[src/rtl/fetch_unit.sv]
// Instruction fetch unit: issues one instruction-memory request at a time,
// holds the returned instruction until the consumer takes it, then selects
// the next PC (sequential / jal / branch / jalr).
//
// Optional feature, enabled by defining FETCH_MISALIGN_TRAP_EN:
//   a next PC with bits[1:0] != 0 sends the unit to a sticky TRAP state and
//   raises Misalign. Without the macro the next PC is forced word-aligned.
module fetch_unit #(
    parameter int unsigned            DATA_WIDTH = 32,
    parameter logic [DATA_WIDTH-1:0]  RESET_PC   = '0
) (
    input  logic                  clk,
    input  logic                  rst,
    input  logic [1:0]            PCSrc,
    input  logic                  BranchTaken,
    input  logic [DATA_WIDTH-1:0] PCTarget,
    input  logic [DATA_WIDTH-1:0] ALUResult,
    input  logic                  Stall,
    output logic                  imem_req,
    output logic [DATA_WIDTH-1:0] imem_addr,
    input  logic                  imem_ack,
    input  logic [DATA_WIDTH-1:0] imem_rdata,
    output logic [DATA_WIDTH-1:0] Instr,
    output logic [DATA_WIDTH-1:0] PC,
    output logic [DATA_WIDTH-1:0] PCPlus4,
    output logic                  InstrValid,
    output logic [31:0]           RetireCount
`ifdef FETCH_MISALIGN_TRAP_EN
    ,
    output logic                  Misalign
`endif
);

    localparam logic [DATA_WIDTH-1:0] PC_STEP    = DATA_WIDTH'(4);
    localparam logic [DATA_WIDTH-1:0] JALR_MASK  = ~DATA_WIDTH'(1);
    localparam logic [DATA_WIDTH-1:0] ALIGN_MASK = ~DATA_WIDTH'(3);

    localparam logic [1:0] SRC_SEQ    = 2'b00;
    localparam logic [1:0] SRC_JAL    = 2'b01;
    localparam logic [1:0] SRC_BRANCH = 2'b10;
    localparam logic [1:0] SRC_JALR   = 2'b11;

    typedef enum logic [1:0] {
        S_FETCH = 2'd0,
        S_HOLD  = 2'd1
`ifdef FETCH_MISALIGN_TRAP_EN
        ,
        S_TRAP  = 2'd2
`endif
    } state_t;

    state_t                  state;
    state_t                  state_next;
    logic                    capture;
    logic                    consume;
    logic                    req_next;
    logic [DATA_WIDTH-1:0]   target_raw;
    logic [DATA_WIDTH-1:0]   pc_next;

    // Memory address is the PC register itself, so it cannot move mid-request.
    assign imem_addr = PC;

    // Next-PC selection for the instruction currently held.
    always_comb begin
        target_raw = PCPlus4;
        case (PCSrc)
            SRC_SEQ:    target_raw = PCPlus4;
            SRC_JAL:    target_raw = PCTarget;
            SRC_BRANCH: target_raw = BranchTaken ? PCTarget : PCPlus4;
            SRC_JALR:   target_raw = ALUResult & JALR_MASK;
            default:    target_raw = PCPlus4;
        endcase
`ifdef FETCH_MISALIGN_TRAP_EN
        pc_next = target_raw;
`else
        pc_next = target_raw & ALIGN_MASK;
`endif
    end

    // State register.
    always_ff @(posedge clk or posedge rst) begin
        if (rst) begin
            state <= S_FETCH;
        end else begin
            state <= state_next;
        end
    end

    // Next-state logic and datapath strobes. An ack only counts while a
    // request is actually outstanding, which also drops acks right after reset.
    always_comb begin
        state_next = state;
        capture    = 1'b0;
        consume    = 1'b0;
        case (state)
            S_FETCH: begin
                if (imem_req && imem_ack) begin
                    capture    = 1'b1;
                    state_next = S_HOLD;
                end
            end
            S_HOLD: begin
                if (!Stall) begin
                    consume    = 1'b1;
                    state_next = S_FETCH;
`ifdef FETCH_MISALIGN_TRAP_EN
                    if (pc_next[1:0] != 2'b00) begin
                        state_next = S_TRAP;
                    end
`endif
                end
            end
`ifdef FETCH_MISALIGN_TRAP_EN
            S_TRAP: begin
                state_next = S_TRAP;
            end
`endif
            default: begin
                state_next = S_FETCH;
            end
        endcase
        req_next = (state_next == S_FETCH);
    end

    // Request line: low in reset, high in every cycle spent in FETCH after that.
    always_ff @(posedge clk or posedge rst) begin
        if (rst) begin
            imem_req <= 1'b0;
        end else begin
            imem_req <= req_next;
        end
    end

    // Instruction holding register and valid flag.
    always_ff @(posedge clk or posedge rst) begin
        if (rst) begin
            Instr      <= '0;
            InstrValid <= 1'b0;
        end else if (capture) begin
            Instr      <= imem_rdata;
            InstrValid <= 1'b1;
        end else if (consume) begin
            InstrValid <= 1'b0;
        end
    end

    // PC, link value and retire counter advance only on consume.
    always_ff @(posedge clk or posedge rst) begin
        if (rst) begin
            PC          <= RESET_PC;
            PCPlus4     <= RESET_PC + PC_STEP;
            RetireCount <= '0;
        end else if (consume) begin
            PC          <= pc_next;
            PCPlus4     <= pc_next + PC_STEP;
            RetireCount <= RetireCount + 32'd1;
        end
    end

`ifdef FETCH_MISALIGN_TRAP_EN
    // Sticky trap flag, cleared only by reset.
    always_ff @(posedge clk or posedge rst) begin
        if (rst) begin
            Misalign <= 1'b0;
        end else begin
            Misalign <= (state_next == S_TRAP);
        end
    end
`endif

endmodule

[config.mk]
export PLATFORM = sky130hd
export DESIGN_NAME = fetch_unit
export DESIGN_NICKNAME = d
export VERILOG_FILES = /design/src/rtl/fetch_unit.sv
export SDC_FILE = /design/constraint.sdc
export NUM_CORES = 1
export LEC_CHECK = 0
export ABC_AREA = 1
export CAP_MARGIN = 15
export CORE_AREA = 10 10 144 146
export CTS_BUF_LIST = sky130_fd_sc_hd__clkbuf_4 sky130_fd_sc_hd__clkbuf_8
export CTS_CLUSTER_DIAMETER = 30
export DETAILED_ROUTE_END_ITERATION = 16
export DIE_AREA = 0 0 154 156
export MAX_ROUTING_LAYER = met4
export PLACE_DENSITY = 0.81
export SLEW_MARGIN = 30
export SYNTH_ARGS = -nofsm -noshare
export SYNTH_HDL_FRONTEND = slang
export SYNTH_SLANG_ARGS = --single-unit
[constraint.sdc]
create_clock -name clk -period 4 [get_ports clk]
set_input_delay 0.4 -clock clk [delete_from_list [all_inputs] [get_ports clk]]
set_output_delay 0.4 -clock clk [all_outputs]
set_load 0.01 [all_outputs]
# == Yosys cells after proc, flatten, opt, wreduce, memory -nomap -nowiden ==
# Index checks and enable logic that the tools add are counted.
# word_totals
regBits,130
in_bits,103
output_inout_bits,162
# op_classes
n_addsub,2
n_eq_ne,4
muxes,11
n_reduce_logical,5
# op_table
op,count
$pmux W32 S4,1
$add A32 B1 Y32 const B,1
$add A32 B3 Y32 const B,1
$mux W32,1
$logic_not A2 Y1,3
$mux W1,6
$eq A2 B1 Y1 const B,2
$eq A2 B2 Y1 const B,2
$mux W2,2
$pmux W2 S2,1
$reduce_bool A2 Y1,1
$logic_and A1 B1 Y1,1

# == Depth between registers and ports, before layout ==
# Gate-level depths: netlist of the first run.
# depth
word_depth,4
mapped_depth,18

# == Worst setup path after synthesis of the first run ==
# No wires, ideal clock.
# synth_path
path_type,input -> register
start,in PCSrc[0]
end,reg PCPlus4[24]
t_arrival_ps,1999
path_slack_ps,1877
path_stages,15
n_path_buf,2
cell_sequence,buf_6 inv_4 nand2_4 buf_4 o211ai_2 ha_1 nand3_1 nor2_4 nand2_2 nor2_4 nand2_2 inv_2 nand2_1 nand2_1 nand3_1
# synth_via
elab_chain_cells,3
elab_cells_between_ends,6
classes_between,add/sub (1); eq/ne (3); mux (1); reduce/logical (1)
# synth_rtl
item,line,rtl
"start, declared",14,"input logic [1:0] PCSrc,"
$eq A2 B2 Y1 (tied with other cells),66,case (PCSrc)
$pmux W32 S4 *,66,
via target_raw[2],57,logic [DATA_WIDTH-1:0] target_raw;
$add A32 B3 Y32 *,155,PCPlus4 <= pc_next + PC_STEP;
"end signal, assigned",151,PCPlus4 <= RESET_PC + PC_STEP;
"end signal, assigned",155,
"end, declared",25,"output logic [DATA_WIDTH-1:0] PCPlus4,"
# The timed path passes the listed nets; every way through them passes the cells marked *.
# A chain may end at the register's enable or synchronous reset.

# == Worst setup path in the final report of the first run ==
# layout_path
start,in PCSrc[1]
end,reg PCPlus4[18]
# Same word-level chain as after synthesis.

==> flow_summary.yaml, run 1 <==
die:
  die_w_um: 154
  rows: 49
  die_y_um: 156
  start_util_pct: 42.4
  io_pins: 265
  core_mm2: 0.0178
  dieArea_mm2: 0.0240
logic_synthesis:
  ys_seq_elements: 128
  synthFlopType: "dfrtp_1"
  ys_seq_area_share_pct: 42.3
  ys_types: 49
  synth_xor_area_share_pct: 4.17
  synth-compound-area-share_pct: 6.42
  synth_top_family_by_area: "simple AND/OR/NAND/NOR gates"
  synthSimpleGateAreaFrac_pct: 31.4
  muxShareOfSynthArea_pct: 4.76
  synthCells: 958
  syn_area_mm2: 0.00757
  synthAdderAreaFrac_pct: 0.331
  synth_warnings: 0
  synth_edf_count: 0
  syn_area_per_cell_um2: 7.90
  synthArstFlopShare_pct: 100
detailed_routing:
  vias: 7246
  wl_per_cell_um: 17.2
  dr.pass1.iters: 7
  wl_met1_mm: 10.0
  drc: 0
  drt_iter0_markers: 499
  wl_mm: 24.4
  final_antenna_net_count: 0
  vias_per_cell: 5.10
  wl_met3_mm: 1.89
  dr.max_layer_used: "met4"
  wl_met2_mm: 11.9
placement:
  place_inst: 1388
  place_ws_ps: 706
  place_hpwl_mm: 19.1
  gp_congestion: 0.911
  post_dp_cell_area_mm2: 0.0100
  portBuffers: 254
clocking:
  htree_levels: 4
  cts.hold.buffers_added: 0
  cts.sinks: 128
  cts_tree: "yes"
  clock_latency_ps: 440
  root_buffer: "clkbuf_8"
  clkTransAtPathRegs_ps: 80
  clockBufferDepth: 2
  cts_setup_buffers: 0
  cts_inserted_buffers: 17
  ctsResizeCount: 0
setup_path:
  worstPathRequired_ps: 4380
  rr_endpoint: "PCPlus4[18]$_DFFE_PP0P_"
  critPathKind: "input port to flop"
  r2r_cells: 11
  reg2reg_from: "PCPlus4[2]$_DFFE_PP1P_"
  cp-start-kind: "input port"
  r2r_setup_slack_ps: 1740
  arrival_ps: 3270
  endpoint_kind: "flop"
  cp_max_fo: 14
  crit_path_start: "PCSrc[1]"
run:
  maxCapViolCount: 0
power:
  seqPwrFrac_pct: 38.1
  combPwrFrac_pct: 39.7
  cellLeakagePower_nw: 4.77
  powerDensity_mw_per_mm2: 466
  peakVddDrop_uv: 337
  switching_share_pct: 35.4
  cellInternalPower_mw: 3.14
  switchingPower_mw: 1.72
  clock_power_share_pct: 22.2
finish:
  mostFrequentLayoutCells: "nand2_1, clkdlybuf4s50_1, dfrtp_1"
  stdcell_area_mm2: 0.0104
  final_common_cell: "nand2_1"
  drive_above_1_share_pct: 12.6
  syn2layout_area_growth_pct: 37.8
  fin_nets: 1283
  fin_util_pct: 58.4
  instances_no_fill: 1422
timing:
  fin_crit_ps: 2890
  finalCritPeriodShare_pct: 72.3
  fmax_mhz: 346
  tns_ps: 0
  finalSetupViolCount: 0
  rsz0062_at_grt: "no"
  final_max_slew_viol_count: 0
  hold_viol_final: 0
  slew_headroom_pct: 37.5
  finClkSkew_ps: 14.8
  worst_slew_pin_slew_ps: 936
  final_critical_path_setup_slack_ps: 1110
global_route:
  grt_pass1_vias: 7160
  grt_util_all_layers_pct: 20.2
  grt_pass1_wl_mm: 38.1
  gr-total-overflow: 0
  antenna_found_initial: 2
  grt_max_degree: 72
worst_hold_path:
  min_path_type: "input port to asynchronous set/reset pin"
status:
  status: "completed"
-- cell families (layout without fill, tap and decap cells) --
kind of cell	count (synthesis)	in the layout
AOI/OAI and AO/OA	84	84
xor gates and xnor gates	36	36
adders and majority gates	2	2
buffers and inverters	156	383
DFF	128	128
muxes	32	32
other	1	9
and+or+nand+nor	519	519
-- synthesized netlist by cell type (all sizes together), types with 2 or more instances --
cell type / number / area (um^2)
clkbuf: 15 / 56.3
nor3: 11 / 75.1
nand2: 316 / 1230
nand4: 8 / 50.1
nor4: 4 / 40.0
dfrtp: 127 / 3180
a21boi: 2 / 15.0
ha: 2 / 25.0
o21ai: 63 / 323
o21a: 4 / 30.0
xnor2: 9 / 78.8
inv: 89 / 339
mux2: 32 / 360
a21oi: 8 / 62.6
o211ai: 3 / 27.5
nand3: 95 / 546
nor2: 81 / 403
xor2: 27 / 236
buf: 52 / 398
-- layout make-up --
| class | count | area [um^2] |
|---|---|---|
| fillers | 1580 | 7410 |
| multi-input cells | 680 | 3600 |
| flip-flops and latches | 128 | 3200 |
| repair buffers | 262 | 2620 |
| inverters | 89 | 344 |
| well taps | 229 | 287 |
| clock buffers | 18 | 241 |
| clock inverters | 14 | 133 |
| diodes | 2 | 5.00 |
-- worst max-delay path by stage --
stage,endpoint,slack [ps],depth (start not counted)
after floorplan,InstrValid$_DFFE_PP0P_,190,1
after global placement,PCPlus4[18]$_DFFE_PP0P_,770,13
after detailed placement,PCPlus4[18]$_DFFE_PP0P_,710,13
after CTS,PCPlus4[18]$_DFFE_PP0P_,1180,13
after global routing,PCPlus4[22]$_DFFE_PP0P_,880,12
final,PCPlus4[18]$_DFFE_PP0P_,1110,14
-- worst max-delay path, stage by stage --
cell and delay, ps:
clkdlybuf4s50_1 620, nand2_2 300, inv_2 360, nand2_1 110, o211ai_2 170, ha_1 230
nand3_1 150, nor2_4 180, nand3_1 150, nor2_1 310, nand2_1 90, nand3_1 90
nand2_1 50, inv_1 40
-- registers in the layout, summed over array words and instances, names as in the netlist --
register,count
RetireCount,32
InstrValid,1
PCPlus4,30
state,2
Instr,32
PC,30
imem_req,1
-- through the flow --
stage	power [mW]	hold WS (ps)
after floorplan	2.78	509
after global placement	3.77	455
after detailed placement	3.81	489
after CTS	4.91	501
after global routing	5.15	484
final	4.86	446
-- metal layers --
| metal | vias up | track usage (%) |
|---|---|---|
| met4 | 0 | 7.42 |
| met5 | - | - |
| met2 | 316 | 32.2 |
| met3 | 46 | 4.99 |
| li1 | 3466 | - |
| met1 | 3418 | 24.4 |
-- power by group through the flow --
stage / Clock [mW] / Combinational, mW / Sequential, mW
6_report: 1.08 / 1.93 / 1.85
4_1_cts: 1.11 / 1.95 / 1.85
2_1_floorplan: 0 / 0.815 / 1.96
5_1_grt: 1.16 / 2.10 / 1.89
3_5_place_dp: 0 / 1.94 / 1.87
3_3_place_gp: 0 / 1.91 / 1.86
Note: power is estimated with default switching activity, not from simulation.
==> run 2, diff against run 1 <==
--- a/config.mk
+++ b/config.mk
@@ -7,13 +7,13 @@
 export LEC_CHECK = 0
 export ABC_AREA = 1
 export CAP_MARGIN = 15
-export CORE_AREA = 10 10 144 146
+export CORE_AREA = 10 10 138 140
 export CTS_BUF_LIST = sky130_fd_sc_hd__clkbuf_4 sky130_fd_sc_hd__clkbuf_8
 export CTS_CLUSTER_DIAMETER = 30
 export DETAILED_ROUTE_END_ITERATION = 16
-export DIE_AREA = 0 0 154 156
+export DIE_AREA = 0 0 148 150
 export MAX_ROUTING_LAYER = met4
-export PLACE_DENSITY = 0.81
+export PLACE_DENSITY = 0.84
 export SLEW_MARGIN = 30
 export SYNTH_ARGS = -nofsm -noshare
 export SYNTH_HDL_FRONTEND = slang
==> constraint.sdc (replaced) <==
create_clock -name clk -period 2.95 [get_ports clk]
set_input_delay 0.295 -clock clk [delete_from_list [all_inputs] [get_ports clk]]
set_output_delay 0.295 -clock clk [all_outputs]
set_load 0.01 [all_outputs]
==> flow_summary.yaml, run 2 (synthesis results as in run 1) <==
status:
  status: "completed"
setup_path:
  critPathKind: "input port to flop"
  r2r_setup_slack_ps: 800
  rr_endpoint: "PCPlus4[18]$_DFFE_PP0P_"
  endpoint_kind: "flop"
  crit_path_start: "PCSrc[0]"
  r2r_cells: 10
  slowest_delay_ps: 670
  worstPathRequired_ps: 3310
  path_delay_family: "simple AND/OR/NAND/NOR gates"
  slowest_stage: "clkdlybuf4s50_1"
  path_cells: "clkdlybuf4s50_1 -> buf_12 -> nor2_2 -> nand2_1 -> nand2_1 -> inv_1 -> ha_1 -> nand3_1 -> nor2_4 -> nand3_1 -> nor2_1 -> nand3_1 -> nand2_1 -> inv_1"
  path_buf_inv: 4
  cp-start-kind: "input port"
  reg2reg_from: "PCPlus4[2]$_DFFE_PP1P_"
  cp_max_fo: 24
  arrival_ps: 2710
global_route:
  grt_pass1_wl_mm: 38.4
  antenna_found_initial: 0
  grt_max_degree: 45
  grt_pass1_vias: 7108
  grt_util_all_layers_pct: 22.2
  gr-total-overflow: 0
detailed_routing:
  final_antenna_net_count: 0
  vias: 7153
  drt_iter0_markers: 583
  wl_mm: 24.6
  dr.pass1.iters: 6
  wl_per_cell_um: 17.2
  vias_per_cell: 5.01
  drc: 0
die:
  io_pins: 265
  core_mm2: 0.0163
  die_y_um: 150
  rows: 47
  dieArea_mm2: 0.0222
  start_util_pct: 46.3
  die_w_um: 148
clocking:
  cts.sinks: 128
  htree_levels: 4
  cts.hold.buffers_added: 0
  ctsResizeCount: 0
  cts_setup_buffers: 0
  clkTransAtPathRegs_ps: 80
  clockBufferDepth: 2
  cts_inserted_buffers: 17
  cts_tree: "yes"
  root_buffer: "clkbuf_8"
  clock_latency_ps: 460
timing:
  fmax_mhz: 425
  tns_ps: 0
  final_critical_path_setup_slack_ps: 598
  fin_crit_ps: 2350
  rsz0062_at_grt: "no"
  finalSetupViolCount: 0
  finalCritPeriodShare_pct: 79.7
  finClkSkew_ps: 14.0
  hold_viol_final: 0
  worst_slew_pin_slew_ps: 552
  final_max_slew_viol_count: 0
  slew_headroom_pct: 63.1
finish:
  instances_no_fill: 1427
  reg_top3: "Instr: 32 flops, RetireCount: 32 flops"
  fillCellCount: 1384
  fin_nets: 1299
  mostFrequentLayoutCells: "nand2_1, clkdlybuf4s50_1, dfrtp_1"
  syn2layout_area_growth_pct: 40.1
  diodes: 0
  final_common_cell: "nand2_1"
  drive_above_1_share_pct: 13.8
worst_hold_path:
  min_path_type: "input port to asynchronous set/reset pin"
placement:
  place_ws_ps: 171
  place_hpwl_mm: 19.6
  gp_congestion: 0.964
  place_inst: 1395
  portBuffers: 254
power:
  powerDensity_mw_per_mm2: 621
  switchingPower_mw: 2.34
  combPwrFrac_pct: 40.2
  cellLeakagePower_nw: 4.87
  switching_share_pct: 35.5
  clock_power_share_pct: 21.9
  cellInternalPower_mw: 4.25
  peakVddDrop_uv: 360
  seqPwrFrac_pct: 37.9
run:
  maxCapViolCount: 0
run 2: cell count changes in the layout (fill, tap and decap cells not counted), sizes merged:
| cell | delta |
|---|---|
| clkinvlp | +2 |
| clkbuf | +2 |
| inv | -1 |
| bufinv | -1 |
| buf | +16 |
| diode | -2 |
| clkinv | -2 |
run 2: worst max-delay path by stage:
stage,end,cells past startpoint
2_1_floorplan,PCPlus4[24]$_DFFE_PP0P_,15
3_3_place_gp,PCPlus4[18]$_DFFE_PP0P_,15
3_5_place_dp,PCPlus4[18]$_DFFE_PP0P_,15
4_1_cts,PCPlus4[18]$_DFFE_PP0P_,15
5_1_grt,PCPlus4[18]$_DFFE_PP0P_,15
6_report,PCPlus4[18]$_DFFE_PP0P_,14
run 2: layer usage:
layer  GRT usage, %  routed length, um
met1           27.7              10300
met2           35.6              12000
met3           4.80               1960
met4           6.49                316
met5              -                  0
run 2: area by class of cell:
| cell class | count | area, um^2 | share of cell area (%) |
|---|---|---|---|
| Multi-Input combinational cell | 680 | 3600 | 33.9 |
| Clock buffer | 20 | 269 | 2.54 |
| Clock inverter | 12 | 103 | 0.968 |
| Inverter | 89 | 343 | 3.23 |
| Timing Repair Buffer | 278 | 2810 | 26.5 |
| Tap cell | 220 | 275 | 2.60 |
| Sequential cell | 128 | 3200 | 30.2 |
run 2: metrics by stage:
| stage | total power, mW | area, um^2 | utilization, % | hold slack, ps |
|---|---|---|---|---|
| after global placement | 5.13 | 10200 | 62.6 | 459 |
| final | 6.58 | 10600 | 64.8 | 220 |
| after global routing | 6.98 | 10600 | 64.8 | 272 |
| after floorplan | 3.77 | 7590 | - | 446 |
| after CTS | 6.65 | 10600 | 64.8 | 226 |
| after detailed placement | 5.19 | 10200 | 62.6 | 468 |
run 2: power groups by stage:
stage | logic, mW | clock network (mW) | registers, mW
floorplan | 1.11 | 0 | 2.66
global placement | 2.63 | 0 | 2.50
detailed placement | 2.67 | 0 | 2.52
CTS | 2.69 | 1.47 | 2.50
global route | 2.88 | 1.55 | 2.56
finish | 2.65 | 1.44 | 2.49
run 2: worst reg2reg max path: stages, from the launching register on:
cell and delay (ps):
dfstp_2 530, inv_1 60, o211ai_2 240, ha_1 210
nand3_1 140, nor2_4 160, nand3_1 140, nor2_1 320
nand3_1 130, nand2_1 90, inv_1 40
==> run 3, diff against run 2 <==
==> constraint.sdc (replaced) <==
create_clock -name clk -period 2.2 [get_ports clk]
set_input_delay 0.22 -clock clk [delete_from_list [all_inputs] [get_ports clk]]
set_output_delay 0.22 -clock clk [all_outputs]
set_load 0.01 [all_outputs]
==> flow_summary.yaml, run 3 (synthesis results as in run 1) <==
clocking:
  clockBufferDepth: 2
  cts_tree: "yes"
  htree_levels: 4
  cts.sinks: 128
  clock_latency_ps: 450
  cts_inserted_buffers: 17
  clkTransAtPathRegs_ps: 90
  root_buffer: "clkbuf_8"
placement:
  place_ws_ps: -373
  post_dp_cell_area_mm2: 0.0108
  place_hpwl_mm: 21.1
  place_inst: 1472
  gp_congestion: 0.978
  portBuffers: 254
die:
  rows: 47
  dieArea_mm2: 0.0222
  start_util_pct: 46.3
  io_pins: 265
  die_w_um: 148
  die_y_um: 150
  core_mm2: 0.0163
worst_hold_path:
  min_path_type: "input port to asynchronous set/reset pin"
setup_path:
  arrival_ps: 2460
  rr_endpoint: "PCPlus4[22]$_DFFE_PP0P_"
  r2r_setup_slack_ps: 120
  endpoint_kind: "flop"
  reg2reg_from: "PCPlus4[2]$_DFFE_PP1P_"
  critPathCapture: "PCPlus4[21]$_DFFE_PP0P_"
  r2r_cells: 10
  worstPathRequired_ps: 2540
  cp-start-kind: "input port"
  cp_max_fo: 9
  crit_path_start: "PCSrc[1]"
  critPathKind: "input port to flop"
finish:
  reg_top3: "Instr: 32 flops, RetireCount: 32 flops"
  instances_no_fill: 1511
  drive_above_1_share_pct: 19.3
  stdcell_area_mm2: 0.0113
  mostFrequentLayoutCells: "nand2_1, clkdlybuf4s50_1, dfrtp_1"
  final_common_cell: "nand2_1"
  fin_util_pct: 69.0
  syn2layout_area_growth_pct: 49.0
  fin_nets: 1381
timing:
  finalSetupViolCount: 0
  rsz0062_at_grt: "yes"
  worst_slew_pin_slew_ps: 625
  slew_headroom_pct: 58.3
  fin_crit_ps: 2120
  hold_viol_final: 0
  timing.hold.ws_ps: 247
  final_critical_path_setup_slack_ps: 83.1
  tns_ps: 0
  fmax_mhz: 472
  final_max_slew_viol_count: 0
  finalCritPeriodShare_pct: 96.2
  finClkSkew_ps: 15.1
global_route:
  grt_util_all_layers_pct: 23.7
  grt_pass1_wl_mm: 40.8
  antenna_found_initial: 2
  grt_max_degree: 80
  grt_pass1_vias: 7570
  gr-total-overflow: 0
detailed_routing:
  vias: 7666
  drc: 0
  vias_per_cell: 5.07
  final_antenna_net_count: 0
  drt_iter0_markers: 611
  dr.pass1.iters: 7
  wl_per_cell_um: 17.4
  wl_mm: 26.3
power:
  cellLeakagePower_nw: 5.31
  peakVddDrop_uv: 610
  powerDensity_mw_per_mm2: 835
  power_mw: 9.42
run:
  maxCapViolCount: 0
status:
  status: "completed"
run 3: cell count changes in the layout (fill, tap and decap cells not counted), sizes merged:
cell	change
dlymetal6s2s	+2
clkbuf	-2
bufinv	+3
clkinvlp	-2
inv	+2
buf	+82
diode	+2
clkinv	-1
clkdlybuf4s50	-2
run 3: worst max-delay path: stages:
cell and delay [ps]:
clkdlybuf4s50_1 460, buf_4 160, buf_4 150, nor2_2 60, buf_4 180, nand2_1 130, nand2_1 120, nor2_2 170
nand3_1 180, nor2_4 290, nand3_2 120, a21boi_1 150, nand2_1 70
run 3: how the worst min path moves through the flow:
stage                                 startpoint                     endpoint  slack (ps)  depth (start not counted)
final                                        rst        Instr[20]$_DFFE_PP0P_         250                          3
after CTS                                    rst  RetireCount[27]$_DFFE_PP0P_         260                          3
after detailed placement  InstrValid$_DFFE_PP0P_       InstrValid$_DFFE_PP0P_         470                          2
after global placement    InstrValid$_DFFE_PP0P_       InstrValid$_DFFE_PP0P_         460                          2
after floorplan                    imem_rdata[0]         Instr[0]$_DFFE_PP0P_         370                          1
after global routing                         rst  RetireCount[11]$_DFFE_PP0P_         280                          3
run 3: layout make-up:
type	count	area, um^2
Fill cell	1334	5070
Multi-Input combinational cell	680	3610
Tap cell	220	275
Antenna cell	2	5.00
Clock buffer	18	248
Inverter	89	343
Sequential cell	128	3200
Clock inverter	14	193
Timing Repair Buffer	360	3400
run 3: what timing repair did:
action                                  CTS  global route
gates resized for setup                   0             6
hold buffers                              0             0
setup buffers                             0             5
endpoints found under the setup margin    0            18
run 3: per-layer routing:
layer	up-vias	part of all wire, %	wire length (um)	GRT usage [%]
li1	3661	-	-	-
met4	0	1.7	456	7.28
met1	3621	42	11000	29.4
met3	38	7.1	1870	5.28
met5	-	0	0	-
met2	346	49	12900	38.1
run 3: where the power goes:
part / total (mW) / leakage [nW] / switching, mW / internal (mW)
Sequential: 3.36 / 1.58 / 0.459 / 2.90
Clock: 2.28 / 0.221 / 1.08 / 1.19
Combinational: 3.78 / 3.52 / 1.71 / 2.07
